## src/rtl/bp_pkg.sv

```systemverilog
// Definitions shared between the 2-bit direction predictor and its client,
// the branch resolve unit: default sizes, counter encodings, update bundle.
package bp_pkg;

  localparam int BP_DEPTH = 4;
  localparam int BP_CNT_W = 16;

  // Saturating direction counter states; the MSB is the predicted direction.
  typedef enum logic [1:0] {
    SNT = 2'd0,
    WNT = 2'd1,
    WT  = 2'd2,
    ST  = 2'd3
  } ctr_state_e;

  // Everything the resolve unit registers on a resolving edge.
  typedef struct packed {
    logic result;
    logic taken;
    logic mispredict;
    logic dir;
  } bru_upd_t;

  function automatic logic ctr_predict(input ctr_state_e s);
    return s[1];
  endfunction

endpackage

```

## src/rtl/bru_fifo.sv

```systemverilog
// In-order DEPTH x 1-bit queue of predicted directions for in-flight branches.
// Head is read combinationally; clear wins over push and pop on the same edge.
module bru_fifo #(
  parameter int DEPTH = 4,
  localparam int PTR_W = $clog2(DEPTH)
) (
  input  logic             clk,
  input  logic             rst_n,
  input  logic             push,
  input  logic             din,
  input  logic             pop,
  input  logic             clear,
  output logic             head,
  output logic [PTR_W:0]   count
);

  logic [DEPTH-1:0] mem;
  logic [PTR_W-1:0] wr_ptr_reg, wr_ptr_next;
  logic [PTR_W-1:0] rd_ptr_reg, rd_ptr_next;
  logic [PTR_W:0]   count_reg, count_next;

  always_comb begin
    wr_ptr_next = wr_ptr_reg;
    rd_ptr_next = rd_ptr_reg;
    count_next  = count_reg;
    if (clear) begin
      wr_ptr_next = '0;
      rd_ptr_next = '0;
      count_next  = '0;
    end else begin
      if (push) wr_ptr_next = wr_ptr_reg + PTR_W'(1);
      if (pop)  rd_ptr_next = rd_ptr_reg + PTR_W'(1);
      case ({push, pop})
        2'b10:   count_next = count_reg + (PTR_W+1)'(1);
        2'b01:   count_next = count_reg - (PTR_W+1)'(1);
        default: count_next = count_reg;
      endcase
    end
  end

  always_ff @(posedge clk or negedge rst_n) begin
    if (!rst_n) begin
      wr_ptr_reg <= '0;
      rd_ptr_reg <= '0;
      count_reg  <= '0;
    end else begin
      wr_ptr_reg <= wr_ptr_next;
      rd_ptr_reg <= rd_ptr_next;
      count_reg  <= count_next;
    end
  end

  // Storage carries no reset: a slot is only read after it has been written.
  generate
    for (genvar gi = 0; gi < DEPTH; gi++) begin : g_slot
      always_ff @(posedge clk) begin
        if (push && !clear && (wr_ptr_reg == PTR_W'(gi))) begin
          mem[gi] <= din;
        end
      end
    end
  endgenerate

  assign head  = mem[rd_ptr_reg];
  assign count = count_reg;

endmodule

```

## src/rtl/branch_resolve_unit.sv

```systemverilog
// Predictor client/trainer: requests predictions, queues them in order,
// trains the predictor on resolve, flags mispredicts and flushes wrong path.
module branch_resolve_unit
  import bp_pkg::*;
#(
  parameter int DEPTH = BP_DEPTH,
  parameter int CNT_W = BP_CNT_W
) (
  input  logic             clk,
  input  logic             rst_n,
  input  logic             fetch_branch,
  output logic             fetch_ready,
  output logic             pred_request,
  input  logic             pred_in,
  output logic             pred_valid,
  output logic             pred_taken,
  input  logic             resolve_valid,
  input  logic             resolve_taken,
  output logic             upd_result,
  output logic             upd_taken,
  output logic             mispredict,
  output logic             mispredict_dir,
  output logic             protocol_err,
  output logic [CNT_W-1:0] branch_cnt,
  output logic [CNT_W-1:0] mispred_cnt
);

  localparam int PTR_W = $clog2(DEPTH);

  logic [PTR_W:0]   count;
  logic             head;
  logic [PTR_W+1:0] occupancy;
  logic             resolve_ok;
  logic             resolve_empty;
  logic             flush;
  logic             capture;

  logic             pending_reg, pending_next;
  logic             perr_reg, perr_next;
  bru_upd_t         upd_reg, upd_next;
  logic [CNT_W-1:0] branch_cnt_reg, branch_cnt_next;
  logic [CNT_W-1:0] mispred_cnt_reg, mispred_cnt_next;

  function automatic logic [CNT_W-1:0] sat_inc(input logic [CNT_W-1:0] v);
    return (&v) ? v : v + CNT_W'(1);
  endfunction

  // A pending prediction already owns a slot, so it counts toward occupancy.
  assign occupancy    = {1'b0, count} + {{(PTR_W+1){1'b0}}, pending_reg};
  assign fetch_ready  = occupancy < (PTR_W+2)'(DEPTH);
  assign pred_request = fetch_branch & fetch_ready;
  assign pred_valid   = pending_reg;
  assign pred_taken   = pending_reg & pred_in;

  assign resolve_ok    = resolve_valid && (count != '0);
  assign resolve_empty = resolve_valid && (count == '0);
  assign flush         = resolve_ok && (head != resolve_taken);
  // Everything younger than a mispredicted head is wrong-path, including
  // the prediction arriving this cycle.
  assign capture       = pending_reg && !flush;

  bru_fifo #(.DEPTH(DEPTH)) u_fifo (
    .clk   (clk),
    .rst_n (rst_n),
    .push  (capture),
    .din   (pred_in),
    .pop   (resolve_ok),
    .clear (flush),
    .head  (head),
    .count (count)
  );

  always_comb begin
    pending_next        = flush ? 1'b0 : pred_request;
    perr_next           = perr_reg | resolve_empty;
    upd_next            = '0;
    upd_next.result     = resolve_ok;
    upd_next.taken      = resolve_ok & resolve_taken;
    upd_next.mispredict = flush;
    upd_next.dir        = flush & resolve_taken;
    branch_cnt_next     = branch_cnt_reg;
    mispred_cnt_next    = mispred_cnt_reg;
    if (resolve_ok) branch_cnt_next  = sat_inc(branch_cnt_reg);
    if (flush)      mispred_cnt_next = sat_inc(mispred_cnt_reg);
  end

  always_ff @(posedge clk or negedge rst_n) begin
    if (!rst_n) begin
      pending_reg     <= 1'b0;
      perr_reg        <= 1'b0;
      upd_reg         <= '0;
      branch_cnt_reg  <= '0;
      mispred_cnt_reg <= '0;
    end else begin
      pending_reg     <= pending_next;
      perr_reg        <= perr_next;
      upd_reg         <= upd_next;
      branch_cnt_reg  <= branch_cnt_next;
      mispred_cnt_reg <= mispred_cnt_next;
    end
  end

  assign upd_result     = upd_reg.result;
  assign upd_taken      = upd_reg.taken;
  assign mispredict     = upd_reg.mispredict;
  assign mispredict_dir = upd_reg.dir;
  assign protocol_err   = perr_reg;
  assign branch_cnt     = branch_cnt_reg;
  assign mispred_cnt    = mispred_cnt_reg;

endmodule
```

## config.mk

```make
export PLATFORM = sky130hd
export DESIGN_NAME = branch_resolve_unit
export DESIGN_NICKNAME = d
export VERILOG_FILES = /design/src/rtl/bp_pkg.sv /design/src/rtl/bru_fifo.sv /design/src/rtl/branch_resolve_unit.sv
export SDC_FILE = /design/constraint.sdc
export NUM_CORES = 1
export LEC_CHECK = 0
export BUFFER_PORTS_ARGS = -buffer_cell sky130_fd_sc_hd__buf_2
export CAP_MARGIN = 20
export CORE_AREA = 2 2 49 97
export CTS_BUF_LIST = sky130_fd_sc_hd__clkbuf_4 sky130_fd_sc_hd__clkbuf_8
export DETAILED_ROUTE_END_ITERATION = 16
export DIE_AREA = 0 0 51 99
export GPL_TIMING_DRIVEN = 0
export HOLD_SLACK_MARGIN = 0.08
export PLACE_DENSITY = 0.79
export SETUP_SLACK_MARGIN = 0.05
export SLEW_MARGIN = 10
export SYNTH_ARGS = -nofsm -noshare
export SYNTH_HDL_FRONTEND = slang
export SYNTH_SLANG_ARGS = --single-unit
export TNS_END_PERCENT = 30
```

## constraint.sdc

```tcl
create_clock -name clk -period 3.35 [get_ports clk]
set_clock_uncertainty 0.15 [all_clocks]
set_input_delay 0.335 -clock clk [delete_from_list [all_inputs] [get_ports clk]]
set_output_delay 0.335 -clock clk [all_outputs]
set_load 0.02 [all_outputs]
```

==> flow_summary.toml, run 1 <==
[outcome]
status = "complete, no violations"

[sta]
period_share_pct = 79.2
setup_violations = 0
worst_pin_slew_ns = 0.541
finalHoldViolCount = 0
rsz0062_at_grt = "no"
fin_crit_ns = 2.65
max_freq_mhz = 377
slew-limit-headroom_pct = 63.6
finalMaxSlewViolations = 0
fin_tns_setup_ns = 0

[setup_path]
r2r_cells = 6
criticalPathCategory = "register to register"
start_kind = "register"
worstPathRequired_ns = 3.38
critPathMaxFanout = 7
arrival_ns = 2.68
rrSetupSlack_ns = 0.70
r2r-start = "u_fifo.rd_ptr_reg[1]$_DFFE_PN0P_"
reg2reg_to = "u_fifo.count[1]$_DFFE_PN0P_"
endpoint_kind = "register"

[yosys]
syn_inst = 212
synthFlopType = "dfrtp_1"
syn_nets = 225
synth-edff-count = 4
yosysSeqAreaShare_pct = 52.2
yosys_register_bits = 49
yosys_warnings = 0
synth.avg_cell_area_sq_um = 11.3
synth.distinct_cells = 40
async_reset_ff_share_pct = 91.8
syn_area_sq_um = 2390

[grt]
grt_antenna_before_repair = 0
grt_start_max_net_pins = 46
grt_overflow_total = 0
grt_pass1_vias = 1783
grt.total_usage_pct = 20.9
grt_pass1_wl_mm = 7.97

[cells_and_area]
final_cell_count_no_fill = 322
diodes = 0
fillCellCount = 376
syn2layout_area_growth_pct = 17.7
nets = 281
drive_above_1_share_pct = 27.2

[route]
drt-initial-drc-count = 21
vias = 1754
wl_per_cell_um = 14.3
detail_route.first_pass.iterations = 2
drtAntennaViolNets = 0
routed_wl_mm = 4.59
viasPerCell = 5.45
remaining_drc_errors = 0

[placed_design]
gp_congestion = 0.781
dp.cells = 312
port_buffers = 46
post-dp-hpwl_mm = 3.43

[floorplanning]
die_y_um = 99
fp-row-count = 34
dieArea_sq_um = 5050
ios = 47
core_area_sq_um = 4300
die_w_um = 51
start_util_pct = 55.5

[min_path]
hold_path_end = "u_fifo.mem[1]$_DFFE_PP_"
whs_path_depth = 1
hp-class = "input port to register"
hp-start = "pred_in"

[cts]
hold_buffers = 0
clockBufferDepth = 2
cts_max_level = 2
cts_tree = "done"
cts_root_buf = "clkbuf_8"
worstSkewPairLatency_ns = 0.29
post_cts_buffers = 0
numClockSinks = 49
cts_buffers = 5
path_clk_slew_ns = 0.08
post_cts_resized = 0

[pwr]
p_comb_share_pct = 37.4
power_switching_mw = 0.727
clkPwrFrac_pct = 17.8
p_leak_nw = 1.37
seq_power_share_pct = 44.9
p_int_mw = 1.20
max-vdd-ir-drop_mv = 0.534
power_density_nw_per_um2 = 687
sw_frac_of_total_pct = 37.7

[run]
maxCapViolCount = 0
## stage by stage
stage | power, mW | instance area, sq um | setup WS [ns] | util, % | hold slack (ns)
2_1_floorplan | 1.37 | 2390 | 0.758 | - | -0.111
3_3_place_gp | 1.57 | 2680 | 0.380 | 62.5 | 0.289
5_1_grt | 2.07 | 2810 | 0.555 | 65.4 | 0.105
6_report | 1.93 | 2810 | 0.698 | 65.4 | 0.126
4_1_cts | 1.95 | 2770 | 0.297 | 64.6 | 0.0862
3_5_place_dp | 1.59 | 2680 | 0.337 | 62.5 | 0.298
## routing by layer
metal	track usage, %	part of all wire, %
met5	0	0
met4	10.2	2.0
met3	3.64	3.4
met2	37.9	57
met1	22.4	37
## Yosys cell counts, drive strengths merged (2+ instances only)
cell type | number | share of area, %
nor3 | 5 | 1.0
xor2 | 9 | 3.3
and4 | 4 | 1.5
a21oi | 4 | 0.84
ha | 6 | 3.1
nor4 | 2 | 0.79
edfxtp | 4 | 5.0
mux2 | 5 | 2.8
or3 | 2 | 0.73
inv | 4 | 0.73
dfrtp | 45 | 47
and3 | 12 | 3.4
nor2 | 11 | 1.7
and2 | 8 | 2.2
mux2i | 6 | 2.5
o31ai | 2 | 0.63
xnor2 | 21 | 7.7
clkbuf | 2 | 0.31
nand4 | 12 | 3.7
nand3 | 12 | 2.5
o21ai | 7 | 1.5
nand2 | 19 | 3.0
o21a | 2 | 0.63
## cells by family (layout without fill, tap and decap cells)
group	after synthesis	after routing	synth area share, %
and+or+nand+nor	90	90	21.4
DFF	49	49	52.2
xor gates and xnor gates	30	30	11.0
AOI/OAI and AO/OA	18	18	4.51
muxes	11	11	5.35
adders and majority gates	7	7	3.99
buffers and inverters	7	63	1.52
## area by class of cell
cell class,instances,area [sq um],share of cell area [%]
Clock buffer,7,90.1,3.21
Inverter,4,17.5,0.624
Multi-Input combinational cell,156,1100,39.3
Buffer,3,18.8,0.668
Timing Repair Buffer,49,265,9.44
Sequential cell,49,1250,44.4
Tap cell,54,67.6,2.41
## layout by cell type, fill, tap and decap left out, drive strengths merged, types with 2 or more instances in the layout
| master | instances |
|---|---|
| a21oi | 4 |
| and2 | 8 |
| and3 | 12 |
| and4 | 4 |
| buf | 49 |
| clkbuf | 9 |
| dfrtp | 45 |
| edfxtp | 4 |
| ha | 6 |
| inv | 4 |
| mux2 | 5 |
| mux2i | 6 |
| nand2 | 19 |
| nand3 | 12 |
| nand4 | 12 |
| nor2 | 11 |
| nor3 | 5 |
| nor4 | 2 |
| o21a | 2 |
| o21ai | 7 |
| o31ai | 2 |
| or3 | 2 |
| xnor2 | 21 |
| xor2 | 9 |
## worst max-delay path by stage
stage                                   to                              from  cells after the start  slack (ns)
2_1_floorplan  u_fifo.count[2]$_DFFE_PN0P_       u_fifo.count[0]$_DFFE_PN0P_                      8        0.76
3_3_place_gp   u_fifo.count[2]$_DFFE_PN0P_       u_fifo.count[1]$_DFFE_PN0P_                      8        0.38
3_5_place_dp   u_fifo.count[2]$_DFFE_PN0P_       u_fifo.count[1]$_DFFE_PN0P_                      8        0.34
4_1_cts        u_fifo.count[2]$_DFFE_PN0P_       u_fifo.count[1]$_DFFE_PN0P_                      8        0.30
5_1_grt        u_fifo.count[2]$_DFFE_PN0P_  u_fifo.rd_ptr_reg[1]$_DFFE_PN0P_                      9        0.55
6_report       u_fifo.count[1]$_DFFE_PN0P_  u_fifo.rd_ptr_reg[1]$_DFFE_PN0P_                      6        0.70
## worst max-delay path, cell delays in order (launching register included)
cell and delay, ns:
dfrtp_1 0.42, mux2i_1 0.32, mux2_4 0.36, or3_4 0.44, a21oi_1 0.20, fa_1 0.45
a22o_1 0.22
## power by group through the flow
stage	logic, mW	clock network, mW	registers [mW]
floorplan	0.416	0	0.953
global placement	0.697	0	0.869
detailed placement	0.718	0	0.875
CTS	0.724	0.357	0.865
global route	0.798	0.385	0.891
finish	0.721	0.343	0.866
Power figures use the tool's default switching activity.
==> run 2: changes to the inputs <==
--- a/config.mk
+++ b/config.mk
@@ -7,13 +7,13 @@
 export LEC_CHECK = 0
 export BUFFER_PORTS_ARGS = -buffer_cell sky130_fd_sc_hd__buf_2
 export CAP_MARGIN = 20
-export CORE_AREA = 2 2 49 97
+export CORE_AREA = 2 2 52 102
 export CTS_BUF_LIST = sky130_fd_sc_hd__clkbuf_4 sky130_fd_sc_hd__clkbuf_8
 export DETAILED_ROUTE_END_ITERATION = 16
-export DIE_AREA = 0 0 51 99
+export DIE_AREA = 0 0 54 104
 export GPL_TIMING_DRIVEN = 0
 export HOLD_SLACK_MARGIN = 0.08
-export PLACE_DENSITY = 0.79
+export PLACE_DENSITY = 0.74
 export SETUP_SLACK_MARGIN = 0.05
 export SLEW_MARGIN = 10
 export SYNTH_ARGS = -nofsm -noshare
==> constraint.sdc (replaced) <==
create_clock -name clk -period 2.4 [get_ports clk]
set_clock_uncertainty 0.15 [all_clocks]
set_input_delay 0.24 -clock clk [delete_from_list [all_inputs] [get_ports clk]]
set_output_delay 0.24 -clock clk [all_outputs]
set_load 0.02 [all_outputs]
==> run 2 against run 1 <==
  * The flow now finishes with violations (setup timing)
  * Register-to-register slack worse by 0.80 ns
  * Global-route usage is 1.4 points lower
  * Total power is 59% higher
  * Sequential power is 41% higher
  * Utilization is 2.8 points lower
  * Sequential share of layout area is 3.4 points lower
  * Clock power is 82% higher
  * Worst hold slack better by 0.0062 ns
  * Flip-flop and latch count stayed put
  * Highest routed layer unchanged
==> flow_summary.toml, run 2 (synthesized netlist as in run 1, its figures left out) <==
[floorplanning]
start_util_pct = 49.0
core_area_sq_um = 4860
die_y_um = 104
fp-row-count = 36
die_w_um = 54
dieArea_sq_um = 5620
ios = 47

[cts]
cts_max_level = 2
cts_buffers = 5
numClockSinks = 49
clockBufferDepth = 2
cts_root_buf = "clkbuf_8"
cts_tree = "done"
worstSkewPairLatency_ns = 0.30
path_clk_slew_ns = 0.09

[cells_and_area]
mostFrequentLayoutCells = "46 x buf_2, 45 x dfrtp_1, 20 x xnor2_1"
diodes = 0
nets = 295
layout_commonest_cell = "buf_2"
final_util_pct = 62.6
syn2layout_area_growth_pct = 27.6
final_cell_count_no_fill = 340
drive_above_1_share_pct = 33.6
finalInstanceArea_sq_um = 3040

[route]
routed_wl_mm = 5.11
wl_per_cell_um = 15.0
viasPerCell = 5.47
detail_route.first_pass.iterations = 4
vias = 1859
remaining_drc_errors = 0
drt-initial-drc-count = 28
drtAntennaViolNets = 0

[sta]
fin_crit_ns = 2.51
period_share_pct = 104
finalMaxSlewViolations = 0
setup_violations = 4
final.setup.worst_slack_ns = -0.107
rsz0062_at_grt = "yes"
slew-limit-headroom_pct = 60.7
finalHoldViolCount = 0
worst_pin_slew_ns = 0.583
max_freq_mhz = 399

[setup_path]
r2r_cells = 10
worstPathRequired_ns = 2.44
criticalPathCategory = "register to register"
start_kind = "register"
endpoint_kind = "register"
arrival_ns = 2.55
critPathMaxFanout = 3

[grt]
grt_overflow_total = 0
gr-usage-met3_pct = 3.02
grt_start_max_net_pins = 46
met2_usage_pct = 34.1
grt_antenna_before_repair = 0
grt_pass1_wl_mm = 8.31
grt_pass1_vias = 1792
grt.total_usage_pct = 19.5
grt_use_met1_pct = 22.5
top_usage_layer = "met2"

[outcome]
violations = "setup timing"
status = "complete, but fails checks"

[pwr]
power_switching_mw = 1.13
p_leak_nw = 1.47
seq_power_share_pct = 39.9
p_int_mw = 1.93
p_comb_share_pct = 39.7
sw_frac_of_total_pct = 37.0
power_density_nw_per_um2 = 1010
max-vdd-ir-drop_mv = 1.07
clkPwrFrac_pct = 20.4

[placed_design]
post-dp-hpwl_mm = 3.48
placed_cell_area_sq_um = 2710
gp_congestion = 0.721
dp.cells = 315
port_buffers = 46

[min_path]
whs_path_depth = 3
hp-class = "input port to register"

[run]
maxCapViolCount = 0
[run 2: cell count changes in the layout (fill, tap and decap cells not counted), moves of 2 or more]
cell,delta
buf_4,+11
dlygate4sd3_1,+3
mux2i_1,-3
mux2i_2,+2
[run 2: stage by stage]
| stage | power, mW | worst slack [ns] | hold slack (ns) | setup TNS, ns |
|---|---|---|---|---|
| finish | 3.06 | -0.107 | 0.132 | -0.243 |
| global route | 3.26 | -0.203 | 0.163 | -1.01 |
| CTS | 2.97 | -0.0711 | 0.131 | -0.127 |
| detailed placement | 2.24 | -0.185 | 0.293 | -0.311 |
| global placement | 2.21 | -0.139 | 0.287 | -0.247 |
| floorplan | 1.93 | 0.0119 | -0.206 | 0 |
[run 2: path summary, 6_finish.rpt]
path,end,from,slack (ns)
max,u_fifo.count[2]$_DFFE_PN0P_,u_fifo.rd_ptr_reg[1]$_DFFE_PN0P_,-0.11
min,pred_valid$_DFF_PN0_,fetch_branch,0.13
max reg2reg,u_fifo.count[2]$_DFFE_PN0P_,u_fifo.rd_ptr_reg[1]$_DFFE_PN0P_,-0.11
min reg2reg,protocol_err$_DFF_PN0_,protocol_err$_DFF_PN0_,0.31
max in group asynchronous,mispred_cnt[9]$_DFFE_PN0P_,rst_n,1.49
min in group asynchronous,branch_cnt[6]$_DFFE_PN0P_,rst_n,0.16
[run 2: final cells by class]
cell class	count	area, sq um
clock buffers	7	90.1
well taps	57	71.3
clock inverters	1	30.0
fillers	396	1820
multi-input cells	156	1180
flip-flops and latches	49	1250
plain buffers	3	22.5
inverters	4	22.5
repair buffers	63	384
[run 2: timing repair]
item | CTS | global route
resized for setup | 7 | 10
hold endpoints to repair | 51 | 0
setup buffers | 6 | 6
pin swaps | 3 | 6
hold buffers | 4 | 0
endpoints found under the setup margin | 2 | 13
[run 2: per-layer routing]
metal / wire length, um / up-vias
met4: 115 / 0
met2: 2860 / 42
met1: 1960 / 920
li1: - / 886
met3: 176 / 11
met5: 0 / -
[run 2: critical path: stages (launching register included)]
cell,delay [ns]
dfrtp_1,0.41
buf_4,0.15
mux2i_4,0.24
mux2i_2,0.29
or3_4,0.19
a21oi_4,0.06
fa_2,0.39
and2_4,0.17
a21oi_1,0.14
o31ai_1,0.09
o21a_1,0.12
[run 2: power by group through the flow]
stage          registers, mW  clock network, mW  logic [mW]
2_1_floorplan           1.34                  0       0.591
4_1_cts                 1.22              0.634        1.12
6_report                1.22              0.624        1.22
3_3_place_gp            1.23                  0       0.984
3_5_place_dp            1.23                  0        1.01
5_1_grt                 1.25              0.676        1.33
==> run 3: changes to the inputs <==
--- a/config.mk
+++ b/config.mk
@@ -15,6 +15,7 @@
 export HOLD_SLACK_MARGIN = 0.08
 export PLACE_DENSITY = 0.74
 export SETUP_SLACK_MARGIN = 0.05
+export SKIP_LAST_GASP = 1
 export SLEW_MARGIN = 10
 export SYNTH_ARGS = -nofsm -noshare
 export SYNTH_HDL_FRONTEND = slang
==> run 3 against run 2 <==
  * The flow still finishes with violations (setup timing)
  * Critical path depth shrank 4
  * Utilization shrank 0.72 points
  * Clock power is essentially flat
  * Largest power group unchanged
==> flow_summary.toml, run 3 (synthesized netlist as in run 1, its figures left out) <==
[pwr]
p_int_mw = 1.91
seq_power_share_pct = 40.2
max-vdd-ir-drop_mv = 1.08
p_leak_nw = 1.45
total_power_mw = 3.03
power_switching_mw = 1.13
p_comb_share_pct = 39.2
sw_frac_of_total_pct = 37.1
clkPwrFrac_pct = 20.6
power_density_nw_per_um2 = 1010

[setup_path]
worstPathRequired_ns = 2.45
criticalPathCategory = "register to register"
arrival_ns = 2.56
start_kind = "register"
crit_family = "multiplexers"
cp.buffers_inverters = 0
critPathMaxFanout = 3
crit_cells = 6
cpMaxStageDelayCell = "fa_2"
r2r_cells = 6
endpoint_kind = "register"
crit_chain = "mux2i_2 -> mux2_4 -> or3_4 -> a21oi_4 -> fa_2 -> a22o_1"
worst_path_largest_cell_delay_ns = 0.45

[route]
vias = 1849
wl_per_cell_um = 15.0
remaining_drc_errors = 0
drt-initial-drc-count = 22
drtAntennaViolNets = 0
routed_wl_mm = 5.07
viasPerCell = 5.47
detail_route.first_pass.iterations = 4

[cts]
worstSkewPairLatency_ns = 0.30
numClockSinks = 49
cts_tree = "done"
cts_max_level = 2
cts_buffers = 5
cts_root_buf = "clkbuf_8"
clockBufferDepth = 2
path_clk_slew_ns = 0.09

[cells_and_area]
mostFrequentLayoutCells = "46 x buf_2, 45 x dfrtp_1, 21 x xnor2_1"
finalInstanceArea_sq_um = 3010
syn2layout_area_growth_pct = 26.1
layout_commonest_cell = "buf_2"
drive_above_1_share_pct = 32.4
diodes = 0
nets = 293

[grt]
grt_antenna_before_repair = 0
grt.total_usage_pct = 19.4
grt_pass1_vias = 1791
grt_pass1_wl_mm = 8.30
grt_overflow_total = 0
grt_start_max_net_pins = 46

[placed_design]
placed_cell_area_sq_um = 2710
port_buffers = 46
gp_congestion = 0.721
post-dp-hpwl_mm = 3.48

[sta]
finalMaxSlewViolations = 0
final.setup.worst_slack_ns = -0.114
max_freq_mhz = 398
finalHoldViolCount = 0
setup_violations = 8
fin_crit_ns = 2.51
slew-limit-headroom_pct = 61.5
rsz0062_at_grt = "yes"
worst_pin_slew_ns = 0.572
period_share_pct = 105

[floorplanning]
die_w_um = 54
fp-row-count = 36
ios = 47
die_y_um = 104
core_area_sq_um = 4860
dieArea_sq_um = 5620
start_util_pct = 49.0

[run]
maxCapViolCount = 0

[min_path]
hp-class = "input port to register"
whs_path_depth = 3

[outcome]
status = "complete, but fails checks"
violations = "setup timing"
==> run 3: cell count changes in the layout (fill, tap and decap cells not counted), sizes merged <==
cell,delta
buf,-2
==> run 3: final cells by class <==
class                           count  area (sq um)
Tap cell                           57          71.3
Buffer                              3          18.8
Multi-Input combinational cell    156          1160
Clock buffer                        7          90.1
Fill cell                         407          1860
Inverter                            4          22.5
Clock inverter                      1          30.0
Timing Repair Buffer               61           369
Sequential cell                    49          1250
==> run 3: what timing repair did <==
item | 4_1_cts | 5_1_grt
gates cloned | 0 | 0
endpoints found under the hold margin | 51 | 0
pin swaps | 3 | 3
setup endpoints to repair | 2 | 13
gates resized for setup | 4 | 9
hold buffers | 4 | 0
buffers inserted | 6 | 4
==> run 3: stage by stage <==
step / instances / util, % / TNS, ns / hold WS (ns) / worst slack [ns]
after floorplan: 212 / - / 0 / -0.206 / 0.0119
after global placement: 315 / 55.6 / -0.247 / 0.287 / -0.139
after detailed placement: 315 / 55.6 / -0.311 / 0.293 / -0.185
after CTS: 333 / 60.1 / -0.127 / 0.131 / -0.0711
after global routing: 338 / 61.9 / -1.20 / 0.163 / -0.184
final: 338 / 61.9 / -0.256 / 0.132 / -0.114
==> run 3: power by group through the flow <==
stage | Sequential (mW) | Clock, mW | Combinational (mW)
final | 1.22 | 0.626 | 1.19
after global routing | 1.25 | 0.677 | 1.30
after CTS | 1.22 | 0.634 | 1.11
after detailed placement | 1.23 | 0 | 1.01
after global placement | 1.23 | 0 | 0.984
after floorplan | 1.34 | 0 | 0.591
==> run 3: final timing paths <==
check / start / to / slack (ns)
worst max-delay path: u_fifo.rd_ptr_reg[1]$_DFFE_PN0P_ / u_fifo.count[1]$_DFFE_PN0P_ / -0.11
worst min-delay path: fetch_branch / pred_valid$_DFF_PN0_ / 0.13
worst max register to register: u_fifo.rd_ptr_reg[1]$_DFFE_PN0P_ / u_fifo.count[1]$_DFFE_PN0P_ / -0.11
worst min register to register: protocol_err$_DFF_PN0_ / protocol_err$_DFF_PN0_ / 0.31
max in group asynchronous: rst_n / mispred_cnt[9]$_DFFE_PN0P_ / 1.49
min in group asynchronous: rst_n / branch_cnt[6]$_DFFE_PN0P_ / 0.16
==> run 3: worst reg2reg max path: cells and delay by family, from the launching register on <==
| kind | cells | cell delay [ns] |
|---|---|---|
| AOI/OAI and AO/OA | 2 | 0.38 |
| muxes | 2 | 0.65 |
| adders and majority gates | 1 | 0.45 |
| and+or+nand+nor | 1 | 0.36 |
| DFF | 1 | 0.41 |
==> run 3: layer usage <==
| layer | global-route usage (%) | routed length, um |
|---|---|---|
| met5 | 0 | 0 |
| met4 | 7.50 | 115 |
| met3 | 3.02 | 149 |
| met2 | 34.1 | 2830 |
| met1 | 22.4 | 1970 |
